**src/rtl/dma_copy_engine_pkg.sv**
```systemverilog
// dma_copy_engine_pkg
// Shared definitions for the DMA copy engine slice: FSM state encoding,
// address width and the per-word address step.
// No ports. Imported by dma_copy_engine_if and dma_copy_engine.
package dma_copy_engine_pkg;

    localparam int ADDR_W     = 32;
    localparam int WORD_BYTES = 4;

    // Byte increment applied to both pointers after every written word.
    localparam logic [ADDR_W-1:0] ADDR_STEP = ADDR_W'(WORD_BYTES);

    typedef enum logic [2:0] {
        ST_IDLE  = 3'd0,
        ST_REQ   = 3'd1,
        ST_READ  = 3'd2,
        ST_WRITE = 3'd3,
        ST_DONE  = 3'd4
    } state_t;

endpackage

```
**src/rtl/dma_copy_engine_if.sv**
```systemverilog
// dma_copy_engine_if
// Memory-port bundle between the DMA engine (master) and the arbiter plus
// data memory (slave).
//   bus_req   master -> slave  request for the memory port
//   bus_gnt   slave  -> master grant from the arbiter
//   mem_addr  master -> slave  byte address
//   mem_wdata master -> slave  write data
//   mem_read  master -> slave  read strobe
//   mem_write master -> slave  write strobe
//   mem_rdata slave  -> master combinational read data
//
// Handshake: bus_req is a level request, held high for the whole transfer
// (REQ, READ, WRITE). The master only moves a word while bus_gnt is high,
// and only looks at bus_gnt in REQ and WRITE; once a word's READ has begun
// the arbiter must keep the grant until that word's WRITE has completed.
// Strobes are single-cycle: a read returns data in the same cycle, a write
// takes effect at the clock edge that closes the strobe cycle.
interface dma_copy_engine_if;
    import dma_copy_engine_pkg::*;

    logic              bus_req;
    logic              bus_gnt;
    logic [ADDR_W-1:0] mem_addr;
    logic [31:0]       mem_wdata;
    logic              mem_read;
    logic              mem_write;
    logic [31:0]       mem_rdata;

    modport master (
        output bus_req, mem_addr, mem_wdata, mem_read, mem_write,
        input  bus_gnt, mem_rdata
    );

    modport slave (
        input  bus_req, mem_addr, mem_wdata, mem_read, mem_write,
        output bus_gnt, mem_rdata
    );

endinterface

```
**src/rtl/dma_copy_engine.sv**
```systemverilog
// dma_copy_engine
// Bus-master DMA engine: copies len 32-bit words from a source byte address
// to a destination byte address over the shared data-memory port, holding
// the CPU off through bus_req/bus_gnt. The copy is ascending with no overlap
// correction, and addresses wrap modulo 2^32.
//
// Optional feature macro: DMA_FILL_EN. When defined, fill_mode_i and
// fill_value_i exist and a fill writes fill_value_i to len words at one word
// per cycle without reads. When undefined the engine is copy-only.
//
// Ports:
//   clk, reset      clock; asynchronous active-high reset
//   start_i         launch request, sampled only in IDLE
//   src_addr_i      source byte address (word-aligned)
//   dst_addr_i      destination byte address (word-aligned)
//   len_i           number of words to move
//   fill_mode_i     (DMA_FILL_EN) 1 = fill instead of copy
//   fill_value_i    (DMA_FILL_EN) word written in fill mode
//   busy_o          high in REQ, READ, WRITE
//   done_o          one-cycle pulse in DONE
//   err_o           misalignment flag, sticky until next accepted start
//   state_o         current FSM state for observation
//   bus             memory port, master side
module dma_copy_engine
    import dma_copy_engine_pkg::*;
#(
    parameter int LEN_BITS = 16
) (
    input  logic                clk,
    input  logic                reset,
    input  logic                start_i,
    input  logic [ADDR_W-1:0]   src_addr_i,
    input  logic [ADDR_W-1:0]   dst_addr_i,
    input  logic [LEN_BITS-1:0] len_i,
`ifdef DMA_FILL_EN
    input  logic                fill_mode_i,
    input  logic [31:0]         fill_value_i,
`endif
    output logic                busy_o,
    output logic                done_o,
    output logic                err_o,
    output state_t              state_o,
    dma_copy_engine_if.master   bus
);

    state_t              state_q, state_d;
    logic [ADDR_W-1:0]   src_q, src_d;
    logic [ADDR_W-1:0]   dst_q, dst_d;
    logic [LEN_BITS-1:0] rem_q, rem_d;
    logic [31:0]         buf_q, buf_d;
    logic                err_q, err_d;

    // fill_start: fill requested at launch; fill_act: latched mode of the
    // transfer in progress. Both tie low in the copy-only build.
    logic fill_start;
    logic fill_act;
`ifdef DMA_FILL_EN
    logic fill_q, fill_d;
    assign fill_start = fill_mode_i;
    assign fill_act   = fill_q;
`else
    assign fill_start = 1'b0;
    assign fill_act   = 1'b0;
`endif

    // A fill never reads, so only the destination alignment matters there.
    logic misaligned;
    assign misaligned = (dst_addr_i[1:0] != 2'b00) ||
                        (!fill_start && (src_addr_i[1:0] != 2'b00));

    always_ff @(posedge clk or posedge reset) begin
        if (reset) begin
            state_q <= ST_IDLE;
            src_q   <= '0;
            dst_q   <= '0;
            rem_q   <= '0;
            buf_q   <= '0;
            err_q   <= 1'b0;
`ifdef DMA_FILL_EN
            fill_q  <= 1'b0;
`endif
        end else begin
            state_q <= state_d;
            src_q   <= src_d;
            dst_q   <= dst_d;
            rem_q   <= rem_d;
            buf_q   <= buf_d;
            err_q   <= err_d;
`ifdef DMA_FILL_EN
            fill_q  <= fill_d;
`endif
        end
    end

    always_comb begin
        state_d = state_q;
        src_d   = src_q;
        dst_d   = dst_q;
        rem_d   = rem_q;
        buf_d   = buf_q;
        err_d   = err_q;
`ifdef DMA_FILL_EN
        fill_d  = fill_q;
`endif
        case (state_q)
            ST_IDLE: begin
                if (start_i) begin
                    src_d = src_addr_i;
                    dst_d = dst_addr_i;
                    rem_d = len_i;
                    err_d = 1'b0;
`ifdef DMA_FILL_EN
                    fill_d = fill_mode_i;
`endif
                    if (misaligned) begin
                        err_d   = 1'b1;
                        state_d = ST_DONE;
                    end else if (len_i == '0) begin
                        state_d = ST_DONE;
                    end else begin
                        state_d = ST_REQ;
                    end
                end
            end
            ST_REQ: begin
                if (bus.bus_gnt) begin
                    state_d = fill_act ? ST_WRITE : ST_READ;
                end
            end
            ST_READ: begin
                buf_d   = bus.mem_rdata;
                state_d = ST_WRITE;
            end
            ST_WRITE: begin
                src_d = src_q + ADDR_STEP;
                dst_d = dst_q + ADDR_STEP;
                rem_d = rem_q - LEN_BITS'(1);
                if (rem_q == LEN_BITS'(1)) begin
                    state_d = ST_DONE;
                end else if (bus.bus_gnt) begin
                    state_d = fill_act ? ST_WRITE : ST_READ;
                end else begin
                    state_d = ST_REQ;
                end
            end
            ST_DONE: state_d = ST_IDLE;
            default: state_d = ST_IDLE;
        endcase
    end

    // All outputs decode from the state alone, so reset silences the
    // memory port in the same instant it is asserted.
    always_comb begin
        busy_o        = 1'b0;
        done_o        = 1'b0;
        bus.bus_req   = 1'b0;
        bus.mem_read  = 1'b0;
        bus.mem_write = 1'b0;
        bus.mem_addr  = '0;
        bus.mem_wdata = '0;
        case (state_q)
            ST_REQ: begin
                busy_o      = 1'b1;
                bus.bus_req = 1'b1;
            end
            ST_READ: begin
                busy_o       = 1'b1;
                bus.bus_req  = 1'b1;
                bus.mem_read = 1'b1;
                bus.mem_addr = src_q;
            end
            ST_WRITE: begin
                busy_o        = 1'b1;
                bus.bus_req   = 1'b1;
                bus.mem_write = 1'b1;
                bus.mem_addr  = dst_q;
`ifdef DMA_FILL_EN
                bus.mem_wdata = fill_act ? fill_value_i : buf_q;
`else
                bus.mem_wdata = buf_q;
`endif
            end
            ST_DONE: done_o = 1'b1;
            default: ;
        endcase
    end

    assign err_o   = err_q;
    assign state_o = state_q;

endmodule

```
**src/flat_wrapper.sv**
```systemverilog
// flat-port wrapper written by rule: the top's interface ports become plain ports
module dma_copy_engine_flat import dma_copy_engine_pkg::*;
#(
    parameter int LEN_BITS = 16
)
  (clk, reset, start_i, src_addr_i, dst_addr_i, len_i, busy_o, done_o, err_o, state_o, bus_bus_req, bus_mem_addr, bus_mem_wdata, bus_mem_read, bus_mem_write, bus_bus_gnt, bus_mem_rdata);
  dma_copy_engine_if bus_i ();
  input  logic clk;
  input  logic reset;
  input  logic start_i;
  input  logic [ADDR_W-1:0] src_addr_i;
  input  logic [ADDR_W-1:0] dst_addr_i;
  input  logic [LEN_BITS-1:0] len_i;
  output logic busy_o;
  output logic done_o;
  output logic err_o;
  output state_t state_o;
  output wire logic [$bits(bus_i.bus_req)-1:0] bus_bus_req;
  output wire logic [$bits(bus_i.mem_addr)-1:0] bus_mem_addr;
  output wire logic [$bits(bus_i.mem_wdata)-1:0] bus_mem_wdata;
  output wire logic [$bits(bus_i.mem_read)-1:0] bus_mem_read;
  output wire logic [$bits(bus_i.mem_write)-1:0] bus_mem_write;
  input wire logic [$bits(bus_i.bus_gnt)-1:0] bus_bus_gnt;
  input wire logic [$bits(bus_i.mem_rdata)-1:0] bus_mem_rdata;
  assign bus_bus_req = bus_i.bus_req;
  assign bus_mem_addr = bus_i.mem_addr;
  assign bus_mem_wdata = bus_i.mem_wdata;
  assign bus_mem_read = bus_i.mem_read;
  assign bus_mem_write = bus_i.mem_write;
  assign bus_i.bus_gnt = bus_bus_gnt;
  assign bus_i.mem_rdata = bus_mem_rdata;
  dma_copy_engine #(.LEN_BITS(LEN_BITS)) u_core (.clk(clk), .reset(reset), .start_i(start_i), .src_addr_i(src_addr_i), .dst_addr_i(dst_addr_i), .len_i(len_i), .busy_o(busy_o), .done_o(done_o), .err_o(err_o), .state_o(state_o), .bus(bus_i));
endmodule
```
**config.mk**
```make
export PLATFORM = sky130hd
export DESIGN_NAME = dma_copy_engine_flat
export DESIGN_NICKNAME = d
export VERILOG_FILES = /design/src/rtl/dma_copy_engine_pkg.sv /design/src/rtl/dma_copy_engine_if.sv /design/src/rtl/dma_copy_engine.sv /design/src/flat_wrapper.sv
export SDC_FILE = /design/constraint.sdc
export NUM_CORES = 1
export LEC_CHECK = 0
export CORE_AREA = 2 2 116 118
export CTS_BUF_LIST = sky130_fd_sc_hd__clkbuf_16
export CTS_CLUSTER_DIAMETER = 50
export DETAILED_ROUTE_END_ITERATION = 10
export DIE_AREA = 0 0 118 120
export GPL_TIMING_DRIVEN = 0
export HOLD_SLACK_MARGIN = 0.12
export PLACE_DENSITY = 0.85
export SLEW_MARGIN = 20
export SYNTH_ARGS = -nofsm -noshare
export SYNTH_HDL_FRONTEND = slang
export SYNTH_SLANG_ARGS = --single-unit
```
**constraint.sdc**
```tcl
create_clock -name clk -period 7.3 [get_ports clk]
set_clock_uncertainty 0.05 [all_clocks]
set_input_delay 0.73 -clock clk [delete_from_list [all_inputs] [get_ports clk]]
set_output_delay 0.73 -clock clk [all_outputs]
set_load 0.005 [all_outputs]
```
==> flow_summary.toml, run 1 <==
[finish]
drive_gt1_share_pct = 10.2
stdcell_area_um2 = 9330
final_util_pct = 71.9
antennaDiodeCount = 0
syn_to_final_growth_pct = 42.1
final_common_cell = "clkdlybuf4s50_1"
mostFrequentLayoutCells = "clkdlybuf4s50_1, dfrtp_1, nand2_1"
final_nets = 1038

[pwr]
vdd_drop_max_mv = 0.248
seqPwrFrac_pct = 38.7
sw_frac_of_total_pct = 38.9
comb_power_share_pct = 34.9
power_density_nw_per_um2 = 369
clock_power_share_pct = 26.3
power.leakage_nw = 3.71
finalPower_mw = 3.45
p_sw_mw = 1.34
power.internal_mw = 2.11

[logic_synthesis]
yosys.area.top_type = "dfrtp_1"
ys_types = 62
synth_mux_area_share_pct = 6.27
ys_async_sr_fraction_pct = 100
synth_compound_area_share_pct = 19.0
synth_nets = 830
ys_ff_latch = 116
synth.area.top_cells = "dfrtp_1, mux2_2, nand2_1"
yosys_warnings = 0
ys_seq_area_share_pct = 44.2
yosys_most_used_dff = "dfrtp_1"
synthCells = 710
avgSynthCellArea_um2 = 9.25
synth_top_family_by_area = "simple AND/OR/NAND/NOR gates"
syn_area_um2 = 6570
synth-edff-count = 0
synthSimpleGateAreaFrac_pct = 25.7
synth.top_cell.area_share_pct = 44.2
synth-adder-area-share_pct = 0.762
synthXorXnorAreaFrac_pct = 0.133

[clock_tree]
clock_path_buffers = 2
clkTransAtPathRegs_ns = 0.05
root_buffer = "clkbuf_16"
cts_resized = 0
tritoncts = "yes"
htree_levels = 4
insertion_delay_ns = 0.43
postCtsHoldBufs = 0
numCtsBuffers = 17
cts_setup_buffers = 0
cts.sinks = 116

[timing]
fin_setup_tns_ns = 0
fin_crit_sh_pct = 59.1
tightest_slew_ns = 0.864
fin_crit_ns = 4.32
holdWs_ns = 0.431
hold_viol = 0
drv_slew = 0
maxSlewHeadroom_pct = 42.4
setup_viol = 0
max_freq_ghz = 0.232
grt_setup_unrepaired = "false"

[die]
fp-row-count = 42
core_um2 = 13000
chipHeight_um = 120
dieArea_um2 = 14200
start_util_pct = 50.6
die_w_um = 118
io_pins = 189

[placed_design]
io_buffer_count = 188
hpwl_um = 17800
placed_area_um2 = 8700
finalWeightedCongestion = 1.01

[min_path]
worst_hold_path_type = "flip-flop to flip-flop"
min_from = "u_core.src_q[1]"

[grt]
overflow = 0
grt_antenna_before_repair = 0
grt_pass1_vias = 6995
track_usage_pct = 35.7
grt_pass1_wl_um = 38300
grt_max_degree = 72

[detailed_routing]
post_drt_wl_per_cell_um = 22.6
vias = 7198
drt-total-wl_um = 25100
drc = 0
viasPerCell = 6.50
ant_nets = 0
drt_first_pass_iters = 7
drt_iter0_markers = 1169

[worst_setup_path]
critPathMaxFanout = 10
startpoint = "u_core.state_o[1]"
crit_required_ns = 6.52
r2r-start = "u_core.state_o[2]"
cp.arrival_ns = 3.54
critPathKind = "flip-flop to primary output"
crit_path_end_kind = "primary output"
critPathLaunchType = "flip-flop"

[run_status]
outcome = "finished clean"

[run]
cap_violations = 0
## state kept, by name, summed over array words and instances, names as in the netlist
signal and count:
u_core.err_o 1, u_core.rem_q 16, u_core.buf_q 32, u_core.dst_q 32, u_core.src_q 32, u_core.state_o 3
## layer usage
layer / up-vias / wire (um) / track usage [%]
met5: - / 0 / 0
met3: 128 / 3450 / 13.8
met4: 0 / 1340 / 17.5
met1: 3391 / 8850 / 41.9
met2: 589 / 11400 / 57.3
li1: 3090 / - / -
## per-stage QoR
step | worst slack [ns] | instances
3_5_place_dp | 3.56 | 1075
4_1_cts | 3.05 | 1107
5_1_grt | 2.90 | 1107
3_3_place_gp | 1.68 | 1074
2_1_floorplan | 3.45 | 710
6_report | 2.98 | 1107
## cell families (layout without fill, tap and decap cells)
| logic type | after synthesis | in the layout |
|---|---|---|
| compound gates | 170 | 170 |
| buf+inv | 63 | 284 |
| flops | 116 | 116 |
| simple gates | 319 | 319 |
| fa+ha+maj | 4 | 4 |
| mux | 37 | 37 |
| xor+xnor | 1 | 1 |
## power by group through the flow
stage | Combinational, mW | Clock, mW | Sequential (mW)
floorplan | 0.747 | 0 | 1.19
global placement | 1.13 | 0 | 1.30
CTS | 1.18 | 0.903 | 1.31
finish | 1.20 | 0.907 | 1.34
detailed placement | 1.17 | 0 | 1.32
global route | 1.29 | 0.932 | 1.36
## final cells by class
type / instances / area [um2]
fill: 970 / 3650
multi-input combinational: 531 / 3410
sequential: 116 / 2900
timing repair buffer: 189 / 1910
clock buffer: 17 / 425
tap: 176 / 220
buffer: 50 / 209
clock inverter: 15 / 206
inverter: 13 / 53.8
## cells in the mapped netlist (11+ instances only)
| master | n |
|---|---|
| a21oi_1 | 21 |
| a22o_1 | 28 |
| a311oi_1 | 16 |
| and2_1 | 40 |
| and3_1 | 19 |
| clkbuf_1 | 33 |
| dfrtp_1 | 116 |
| inv_1 | 13 |
| mux2_2 | 33 |
| nand2_1 | 77 |
| nand3_1 | 27 |
| nand4_1 | 20 |
| nor2_1 | 56 |
| nor3_1 | 30 |
| nor4_1 | 12 |
| o211ai_1 | 13 |
| o21ai_0 | 24 |
| o22ai_1 | 11 |
## worst max-delay path, stage by stage, from the launching register on
cell and delay, ns:
dfrtp_1 0.55, nand3b_1 0.38, inv_1 0.19, buf_2 0.30, buf_2 0.29, clkbuf_1 0.54
a22o_1 0.32, clkdlybuf4s50_1 0.53
## final timing paths
kind                       depth (start not counted)          endpoint  slack [ns]
min in group asynchronous                          2   u_core.buf_q[7]        0.65
setup / recovery                                   7  bus_mem_addr[18]        2.98
setup reg to reg                                   7  u_core.src_q[20]        4.39
max in group asynchronous                          3   u_core.rem_q[0]        5.83
hold reg to reg                                    2   u_core.src_q[1]        0.43
hold / removal                                     2   u_core.src_q[1]        0.43
Power figures use the tool's default switching activity.
==> inputs of run 2 (changes only) <==
--- a/config.mk
+++ b/config.mk
@@ -5,14 +5,14 @@
 export SDC_FILE = /design/constraint.sdc
 export NUM_CORES = 1
 export LEC_CHECK = 0
-export CORE_AREA = 2 2 116 118
+export CORE_AREA = 2 2 120 122
 export CTS_BUF_LIST = sky130_fd_sc_hd__clkbuf_16
 export CTS_CLUSTER_DIAMETER = 50
 export DETAILED_ROUTE_END_ITERATION = 10
-export DIE_AREA = 0 0 118 120
+export DIE_AREA = 0 0 122 124
 export GPL_TIMING_DRIVEN = 0
 export HOLD_SLACK_MARGIN = 0.12
-export PLACE_DENSITY = 0.85
+export PLACE_DENSITY = 0.8
 export SLEW_MARGIN = 20
 export SYNTH_ARGS = -nofsm -noshare
 export SYNTH_HDL_FRONTEND = slang
==> constraint.sdc (replaced) <==
create_clock -name clk -period 4.12 [get_ports clk]
set_clock_uncertainty 0.05 [all_clocks]
set_input_delay 0.412 -clock clk [delete_from_list [all_inputs] [get_ports clk]]
set_output_delay 0.412 -clock clk [all_outputs]
set_load 0.005 [all_outputs]
==> run 2 against run 1 <==
  * Flip-flop and latch count did not move
  * Sequential share of layout area rose by 0.10 points
  * Critical path depth did not move
  * First-iteration DRC count fell by 7.1%
  * Final cell count rose by 0.36%
  * Core utilization fell by 4.1 points
  * Die area rose by 6.8%
  * Power rose by 74%
  * Design area fell by 0.32%
  * Non-clock buffer count did not move
  * Critical path type unchanged
  * Largest cell class unchanged
  * Largest power group unchanged
==> flow_summary.toml, run 2 (synthesized netlist as in run 1, its figures left out) <==
[timing]
drv_slew = 0
fin_crit_ns = 3.97
fin_setup_tns_ns = 0
setup_viol = 0
maxSlewHeadroom_pct = 41.5
hold_viol = 0
tightest_slew_ns = 0.876
grt_setup_unrepaired = "false"
fin_crit_sh_pct = 96.4
max_freq_ghz = 0.252
holdWs_ns = 0.377

[worst_setup_path]
r2r_end = "u_core.dst_q[11]"
crit_path_top_delay_cell = "clkdlybuf4s50_1"
crit_path_end_kind = "primary output"
critPathMostFrequentCell = "clkbuf_1"
critPathKind = "flip-flop to primary output"
rr_worst_depth = 7
critPathLaunchType = "flip-flop"
crit_required_ns = 3.66
max_stage_delay_ns = 0.52
critPathMaxFanout = 10
r2r_slack_ns = 1.26
path_cells = "nand3b_1, inv_1, buf_2, clkbuf_1, clkbuf_1, and2_1, clkdlybuf4s50_1"
r2r-start = "u_core.state_o[2]"
cp.arrival_ns = 3.51

[die]
chipHeight_um = 124
io_pins = 189
start_util_pct = 47.9
core_um2 = 13700
dieArea_um2 = 15100
die_w_um = 122
fp-row-count = 43

[finish]
drive_gt1_share_pct = 9.45
antennaDiodeCount = 0
syn_to_final_growth_pct = 41.7
final_common_cell = "clkdlybuf4s50_1"
final_nets = 1038
fin_cells = 1111
mostFrequentLayoutCells = "clkdlybuf4s50_1, dfrtp_1, nand2_1"
top_regs = "u_core.buf_q x32, u_core.dst_q x32, u_core.src_q x32"

[detailed_routing]
vias = 7067
drc = 0
drt-total-wl_um = 24800
viasPerCell = 6.36
drt_first_pass_iters = 7
ant_nets = 0
post_drt_wl_per_cell_um = 22.3
drt_iter0_markers = 1086

[pwr]
power_density_nw_per_um2 = 646
vdd_drop_max_mv = 0.482
power.leakage_nw = 3.70

[clock_tree]
cts_setup_buffers = 0
cts_resized = 0
clkTransAtPathRegs_ns = 0.05
cts.sinks = 116
root_buffer = "clkbuf_16"
insertion_delay_ns = 0.42
numCtsBuffers = 17
clock_path_buffers = 2
tritoncts = "yes"
postCtsHoldBufs = 0
htree_levels = 4

[grt]
grt_pass1_wl_um = 37900
track_usage_pct = 33.7
grt_antenna_before_repair = 0
grt_max_degree = 61
grt_pass1_vias = 7077
overflow = 0

[placed_design]
hpwl_um = 17800
dp_cells = 1079
finalWeightedCongestion = 0.974
io_buffer_count = 188

[run_status]
outcome = "finished clean"

[run]
cap_violations = 0

[min_path]
worst_hold_path_type = "primary input to async pin"
==> run 2: critical path, delay by kind of cell, from the launching register on <==
family,cells,cell delay (ns)
flip-flops,1,0.48
AND/OR/NAND/NOR,2,0.65
buffers and inverters,5,1.96
==> run 2: per-layer routing <==
layer	share of wire, %	track usage [%]
met1	36	40.4
met2	44	52.6
met3	14	12.6
met4	5.5	18.5
met5	0	0
==> run 2: cell type report <==
cell class | count | area (um2)
flip-flops and latches | 116 | 2900
well taps | 180 | 225
inverters | 13 | 53.8
repair buffers | 189 | 1910
clock buffers | 17 | 425
multi-input cells | 531 | 3410
fillers | 1107 | 4420
clock inverters | 15 | 171
plain buffers | 50 | 209
==> run 2: stage by stage <==
step / util (%) / setup WS [ns] / area (um2) / power, mW
after floorplan: - / 0.586 / 6570 / 3.43
after global placement: 63.2 / -1.22 / 8670 / 4.33
after detailed placement: 63.5 / 0.671 / 8710 / 4.42
after CTS: 67.8 / 0.233 / 9300 / 5.95
after global routing: 67.8 / 0.0616 / 9300 / 6.30
final: 67.8 / 0.147 / 9300 / 6.01
==> run 2: where the power goes <==
group / leakage (nW) / switching (mW) / internal, mW
clock: 0.293 / 0.531 / 0.991
combinational: 2.05 / 1.12 / 1.01
sequential: 1.36 / 0.660 / 1.70
==> run 2: worst max-delay path by stage <==
stage	startpoint	endpoint	slack, ns	cells after the start
after floorplan	reset	u_core.buf_q[0]	0.59	1
after global placement	reset	u_core.src_q[3]	-1.22	2
after detailed placement	u_core.state_o[2]	bus_mem_wdata[27]	0.67	7
after CTS	u_core.state_o[2]	bus_mem_wdata[29]	0.23	7
after global routing	u_core.state_o[2]	bus_mem_wdata[30]	0.06	7
final	u_core.state_o[2]	bus_mem_wdata[27]	0.15	7
==> inputs of run 3 (changes only) <==
--- a/config.mk
+++ b/config.mk
@@ -5,11 +5,11 @@
 export SDC_FILE = /design/constraint.sdc
 export NUM_CORES = 1
 export LEC_CHECK = 0
-export CORE_AREA = 2 2 120 122
+export CORE_AREA = 3 3 121 123
 export CTS_BUF_LIST = sky130_fd_sc_hd__clkbuf_16
 export CTS_CLUSTER_DIAMETER = 50
 export DETAILED_ROUTE_END_ITERATION = 10
-export DIE_AREA = 0 0 122 124
+export DIE_AREA = 0 0 124 126
 export GPL_TIMING_DRIVEN = 0
 export HOLD_SLACK_MARGIN = 0.12
 export PLACE_DENSITY = 0.8
==> constraint.sdc (replaced) <==
create_clock -name clk -period 4.3 [get_ports clk]
set_clock_uncertainty 0.05 [all_clocks]
set_input_delay 0.43 -clock clk [delete_from_list [all_inputs] [get_ports clk]]
set_output_delay 0.43 -clock clk [all_outputs]
set_load 0.005 [all_outputs]
==> run 3 against run 2 <==
  * Register-to-register slack improved by 0.33 ns
  * Largest cell class unchanged
  * Design area is 0.52% lower
  * Global-route usage fell by 3.2 points
  * Routed wire length fell by 3.7%
  * Sequential power fell by 5%
  * Critical endpoint is now bus_mem_wdata[25]
==> flow_summary.toml, run 3 (synthesized netlist as in run 1, its figures left out) <==
[timing]
fin_crit_ns = 4.02
setup_viol = 0
drv_slew = 0
max_freq_ghz = 0.249
hold_viol = 0
grt_setup_unrepaired = "false"
maxSlewHeadroom_pct = 41.9
setup_ws_ns = 0.277
fin_crit_sh_pct = 93.6
tightest_slew_ns = 0.870

[finish]
antennaDiodeCount = 0
fin_cells = 1110
final_common_cell = "clkdlybuf4s50_1"
final_nets = 1038
top_regs = "u_core.buf_q x32, u_core.dst_q x32, u_core.src_q x32"
syn_to_final_growth_pct = 40.9
mostFrequentLayoutCells = "clkdlybuf4s50_1, dfrtp_1, nand2_1"
drive_gt1_share_pct = 9.57

[detailed_routing]
drt-total-wl_um = 23900
post_drt_wl_per_cell_um = 21.5
drc = 0
ant_nets = 0
drt_first_pass_iters = 6
viasPerCell = 6.15
drt_iter0_markers = 1062
vias = 6832

[die]
dieArea_um2 = 15600
core_um2 = 13800
chipHeight_um = 126
io_pins = 189
fp-row-count = 43
die_w_um = 124
start_util_pct = 47.7

[placed_design]
finalWeightedCongestion = 0.991
hpwl_um = 17100
place_ws_ns = 0.831
dp_cells = 1079
io_buffer_count = 188

[worst_setup_path]
cp.arrival_ns = 3.54
r2r_slack_ns = 1.59
path_cells = "nand3b_1, inv_1, buf_2, clkbuf_1, clkbuf_1, and2_1, clkdlybuf4s50_1"
critPathLaunchType = "flip-flop"
crit_path_top_delay_cell = "clkbuf_1"
cpLargestDelayFamily = "buffers and inverters"
crit_path_end_kind = "primary output"
max_stage_delay_ns = 0.54
crit_required_ns = 3.82
critPathMaxFanout = 10
critPathKind = "flip-flop to primary output"
critPathBufInv = 5
critPathMostFrequentCell = "clkbuf_1"

[clock_tree]
clock_path_buffers = 2
cts_resized = 0
tritoncts = "yes"
numCtsBuffers = 17
cts.sinks = 116
htree_levels = 4
clkTransAtPathRegs_ns = 0.06
cts_setup_buffers = 0
root_buffer = "clkbuf_16"
insertion_delay_ns = 0.42
postCtsHoldBufs = 0

[pwr]
power_density_nw_per_um2 = 604
power.leakage_nw = 3.68
vdd_drop_max_mv = 0.360

[run]
cap_violations = 0

[grt]
grt_pass1_vias = 6645
grt_pass1_wl_um = 36300
track_usage_pct = 30.5
overflow = 0
grt_antenna_before_repair = 0
grt_max_degree = 77

[min_path]
worst_hold_path_type = "primary input to async pin"

[run_status]
outcome = "finished clean"
==> run 3: worst register-to-register path: cells and delay by family (launching register included) <==
kind            cells  cell delay [ns]
compound gates      1             0.15
buf+inv             4             1.48
flops               1             0.46
simple gates        1             0.42
==> run 3: per-stage QoR <==
| stage | TNS (ns) | power [mW] | hold slack (ns) | cell area, um2 | util [%] |
|---|---|---|---|---|---|
| 4_1_cts | 0 | 5.53 | 0.350 | 9250 | 67.2 |
| 6_report | 0 | 5.59 | 0.333 | 9250 | 67.2 |
| 3_3_place_gp | -128.42 | 4.12 | 0.410 | 8670 | 63.0 |
| 3_5_place_dp | 0 | 4.19 | 0.413 | 8710 | 63.2 |
| 2_1_floorplan | 0 | 3.28 | 0.396 | 6570 | - |
| 5_1_grt | 0 | 5.88 | 0.351 | 9250 | 67.2 |
==> run 3: power by group <==
part	internal [mW]	switching, mW
clock network	0.832	0.500
logic	0.972	1.04
registers	1.63	0.613
==> run 3: final timing paths <==
check / from / endpoint / cells past startpoint
hold reg to reg: u_core.dst_q[1] / u_core.dst_q[1] / 2
min in group clk: u_core.dst_q[1] / u_core.dst_q[1] / 2
setup / recovery: u_core.state_o[2] / bus_mem_wdata[25] / 7
hold / removal: reset / u_core.buf_q[14] / 2
setup reg to reg: u_core.state_o[2] / u_core.src_q[31] / 6
max in group asynchronous: reset / u_core.dst_q[29] / 3
==> run 3: area by class of cell <==
type	instances	area [um2]
fill	1139	4520
multi-input combinational	531	3410
sequential	116	2900
timing repair buffer	189	1910
clock buffer	17	425
tap	180	225
buffer	50	209
clock inverter	14	123
inverter	13	53.8
==> run 3: layer usage <==
metal,up-vias,routed length (um),GRT usage [%]
li1,3086,-,-
met1,3174,9220,41.1
met2,501,10500,44.9
met3,71,3260,10.4
met4,0,878,12.8
met5,-,0,0
